==> config.mk <==
export PLATFORM = sky130hd
export DESIGN_NAME = alu_operation_sequencer
export DESIGN_NICKNAME = d
export VERILOG_FILES = /design/src/rtl/alu_operation_sequencer.sv
export SDC_FILE = /design/constraint.sdc
export NUM_CORES = 1
export LEC_CHECK = 0
export CAP_MARGIN = 20
export CORE_MARGIN = 2
export CORE_UTILIZATION = 36
export CTS_CLUSTER_SIZE = 24
export DETAILED_ROUTE_END_ITERATION = 12
export PLACE_DENSITY_LB_ADDON = 0.3
export SLEW_MARGIN = 20
export SYNTH_ARGS = -nofsm -noshare
export SYNTH_HDL_FRONTEND = slang
export SYNTH_SLANG_ARGS = --single-unit
export TNS_END_PERCENT = 1
==> constraint.sdc <==
create_clock -name Clock -period 1.6 [get_ports Clock]
set_clock_uncertainty 0.05 [all_clocks]
set_input_delay 0.32 -clock Clock [delete_from_list [all_inputs] [get_ports Clock]]
set_output_delay 0.32 -clock Clock [all_outputs]
set_load 0.1 [all_outputs]
==> src/rtl/alu_operation_sequencer.sv <==
// Sequences one ALU operation per request: IDLE -> ISSUE (single WF pulse) -> CAPTURE -> DONE.
// Result valid two edges after accept; DONE holds it until RspReady, and new requests stall meanwhile.
module alu_operation_sequencer #(
   parameter int CNT_W = 16
) (
   input  logic             Clock,
   input  logic             Reset,
   input  logic             ReqValid,
   output logic             ReqReady,
   input  logic [31:0]      ReqA,
   input  logic [31:0]      ReqB,
   input  logic [4:0]       ReqFunSel,
   input  logic             ReqWF,
   output logic [31:0]      A,
   output logic [31:0]      B,
   output logic [4:0]       FunSel,
   output logic             WF,
   input  logic [31:0]      ALUOut,
   input  logic [3:0]       FlagsOut,
   output logic             RspValid,
   input  logic             RspReady,
   output logic [31:0]      RspData,
   output logic [3:0]       RspFlags,
   output logic             Busy,
   output logic [CNT_W-1:0] OpCount
);

   typedef enum logic [1:0] {IDLE, ISSUE, CAPTURE, DONE} state_t;

   state_t state;
   state_t nextState;
   logic   outOfReset;
   logic   wfHold;
   logic   accept;

   always_ff @(posedge Clock or negedge Reset) begin
      if (!Reset) begin
         state <= IDLE;
      end else begin
         state <= nextState;
      end
   end

   // outOfReset keeps ReqReady low until the first edge after reset release
   always_comb begin
      nextState = state;
      ReqReady  = 1'b0;
      WF        = 1'b0;
      RspValid  = 1'b0;
      Busy      = 1'b1;
      case (state)
         IDLE: begin
            Busy     = 1'b0;
            ReqReady = outOfReset;
            if (outOfReset && ReqValid) nextState = ISSUE;
         end
         ISSUE: begin
            WF        = wfHold;
            nextState = CAPTURE;
         end
         CAPTURE: nextState = DONE;
         DONE: begin
            RspValid = 1'b1;
            if (RspReady) nextState = IDLE;
         end
         default: nextState = IDLE;
      endcase
   end

   assign accept = ReqReady & ReqValid;

   always_ff @(posedge Clock or negedge Reset) begin
      if (!Reset) begin
         outOfReset <= 1'b0;
         wfHold     <= 1'b0;
         A          <= '0;
         B          <= '0;
         FunSel     <= '0;
         RspData    <= '0;
         RspFlags   <= '0;
         OpCount    <= '0;
      end else begin
         outOfReset <= 1'b1;
         if (accept) begin
            A      <= ReqA;
            B      <= ReqB;
            FunSel <= ReqFunSel;
            wfHold <= ReqWF;
         end
         // ALU flags were written on the ISSUE edge, so FlagsOut here is post-update
         if (state == CAPTURE) begin
            RspData  <= ALUOut;
            RspFlags <= FlagsOut;
         end
         if (state == DONE && RspReady) begin
            OpCount <= OpCount + {{(CNT_W-1){1'b0}}, 1'b1};
         end
      end
   end

endmodule

==> flow_metrics.py <==
metrics = {
    "grt": {
        "grt_usage_pct": 19.24,
        "grt_pass1_wl_um": 20910,
        "antenna_found_initial": 0,
        "overflow": 0,
        "grt_pass1_vias": 4007,
        "grt_max_degree": 43,
    },
    "final_layout": {
        "syn2layout_area_growth_pct": 98.82,
        "drive_above_1_share_pct": 54.39,
        "register_area_mm2": 0.003146,
        "multi_input_area_mm2": 0.001702,
        "antennaDiodeCount": 0,
        "fin_nets": 685,
        "fill_cells": 799,
        "fin_area_mm2": 0.009510,
    },
    "synthesis": {
        "synth_warnings": 0,
        "syn_nets": 419,
        "synth_common_cells": "dfrtp_1 (125), mux2_2 (107), nand2_1 (12)",
        "synth_area_mm2": 0.004783,
        "synth-edff-count": 0,
        "yosysMostFrequentCell": "dfrtp_1",
        "ys.flop_type": "dfrtp_1",
        "ys_types": 22,
        "ys_seq_elements": 125,
        "yosysTopAreaCell": "dfrtp_1",
        "synth.avg_cell_area_um2": 15.73,
        "seq_area_frac_synth_pct": 65.39,
        "synthTopCellsByArea": "dfrtp_1 (65%), mux2_2 (25%), xor2_1 (1.5%)",
        "synth_top_area_share_pct": 65.39,
        "ys_async_sr_fraction_pct": 100.0,
        "synthCells": 304,
    },
    "sta": {
        "fin_ws_ps": -206.6,
        "slew_viol_final": 0,
        "finalHoldViolations": 0,
        "min_period_ps": 1807,
        "rsz0062_at_grt": "yes",
        "period_share_pct": 112.9,
        "max_freq_mhz": 553.5,
        "finalSetupViolCount": 77,
    },
    "floorplanning": {
        "die_h_um": 119.3,
        "coreArea_mm2": 0.01309,
        "ios": 235,
        "start_util_pct": 36.56,
        "num_rows": 42,
        "die_w_um": 119.3,
        "die_area_mm2": 0.01423,
    },
    "cts": {
        "htreeDepth": 4,
        "cts_tree": "built",
        "cts_sinks": 125,
        "clk_pin_slew_ps": 50,
        "clock_path_buffers": 2,
        "cts-root-buf": "clkbuf_16",
        "cts_buffers": 17,
        "clock_latency_ps": 410,
    },
    "worst_setup_path": {
        "r2r.worst_path.cells": 7,
        "endpoint_kind": "output port",
        "path_max_fanout": 3,
        "critPathKind": "reg2out",
        "arrival_ps": 1440,
        "startpoint_type": "flip-flop",
        "required_ps": 1230,
    },
    "place": {
        "dp_hpwl_um": 9975,
        "numPortBuffers": 234,
        "gp_congestion": 0.7505,
        "dpl-instance-area_mm2": 0.008811,
    },
    "detailed_routing": {
        "vias": 3474,
        "drt_pass1_iterations": 4,
        "drt_iter0_markers": 116,
        "wl_per_cell_um": 17.14,
        "wl_um": 12980,
        "ant_nets": 0,
        "avgViaCountPerCell": 4.589,
        "drc_errors": 0,
    },
    "outcome": {
        "outcome": "complete, but fails checks",
        "violations": "negative setup slack",
    },
    "flow_run": {
        "drv_cap": 0,
    },
    "worst_hold_path": {
        "hold_class": "in2async",
    },
}
sequential cells by signal (all words and copies together) (netlist names):
register	cells
RspFlags	4
FunSel	5
B	32
wfHold	1
outOfReset	1
state	2
OpCount	16
RspData	32
A	32
worst max-delay path, cell delays in order, from the launching register on:
cell and delay [ps]:
dfrtp_1 400, inv_2 100, buf_6 110, ha_4 110, and2_4 140, buf_12 160
path summary, 6_finish.rpt:
path	start	slack, ps	endpoint
worst max-delay path	state[1]	-210	WF
worst min-delay path	Reset	350	OpCount[13]
worst max register to register	state[1]	-140	B[5]
worst min register to register	OpCount[9]	460	OpCount[9]
max in group asynchronous	Reset	590	RspData[26]
min in group Clock	OpCount[9]	460	OpCount[9]
cells by family (layout without fill, tap and decap cells):
| family | after synthesis | count (layout) | synth area share [%] |
|---|---|---|---|
| AO/OA/AOI/OAI | 3 | 3 | 0.4183 |
| multiplexers | 107 | 107 | 25.19 |
| buffers and inverters | 15 | 292 | 1.465 |
| flip-flops | 125 | 125 | 65.39 |
| other | 1 | 1 | 0.07840 |
| AND/OR/NAND/NOR | 33 | 33 | 3.400 |
| XOR/XNOR | 15 | 15 | 2.747 |
| adder cells (fa/ha/maj) | 5 | 5 | 1.308 |
final cells by class:
class / count / share of cell area, %
clock buffer: 24 / 5.276
clock inverter: 6 / 0.6315
inverter: 3 / 0.1447
multi-input combinational: 164 / 17.89
sequential: 125 / 33.07
tap: 176 / 2.315
timing repair buffer: 259 / 40.67
metrics by stage:
step | std cells | setup WS [ps] | util [%] | hold WS (ps) | setup TNS [ps]
detailed placement | 724 | -250.7 | 67.34 | 229.4 | -7281
global placement | 724 | -225.3 | 67.34 | 226.0 | -4359
CTS | 756 | -228.3 | 72.26 | 343.5 | -8544
finish | 757 | -206.6 | 72.68 | 349.3 | -8439
floorplan | 304 | -247.0 | - | -25.59 | -18920
global route | 757 | -260.9 | 72.68 | 377.9 | -15990
timing repair:
action / CTS / global route
hold endpoints to repair: 23 / 0
endpoints found under the setup margin: 79 / 122
pin swaps: 2 / 4
setup buffers: 1 / 1
gates resized for setup: 18 / 13
hold buffers: 1 / 0
routing by layer:
metal | vias up | track usage, % | part of all wire [%]
met5 | - | 0 | 0
met2 | 163 | 32.97 | 52
li1 | 1592 | - | -
met4 | 0 | 10.42 | 3.1
met1 | 1689 | 19.93 | 36
met3 | 30 | 8.046 | 8.8
layout by cell type, fill, tap and decap left out, types with 7 or more instances in the layout:
cell type        count
buf_4               16
clkbuf_16           17
xnor2_1              7
nand2_1              9
buf_12             131
clkdlybuf4s50_1    108
dfrtp_2              8
dfrtp_1            115
xor2_1               8
mux2_2             102
Power is not shown: default switching activity piles up to over one toggle a cycle in this logic, so the estimate is an artifact.
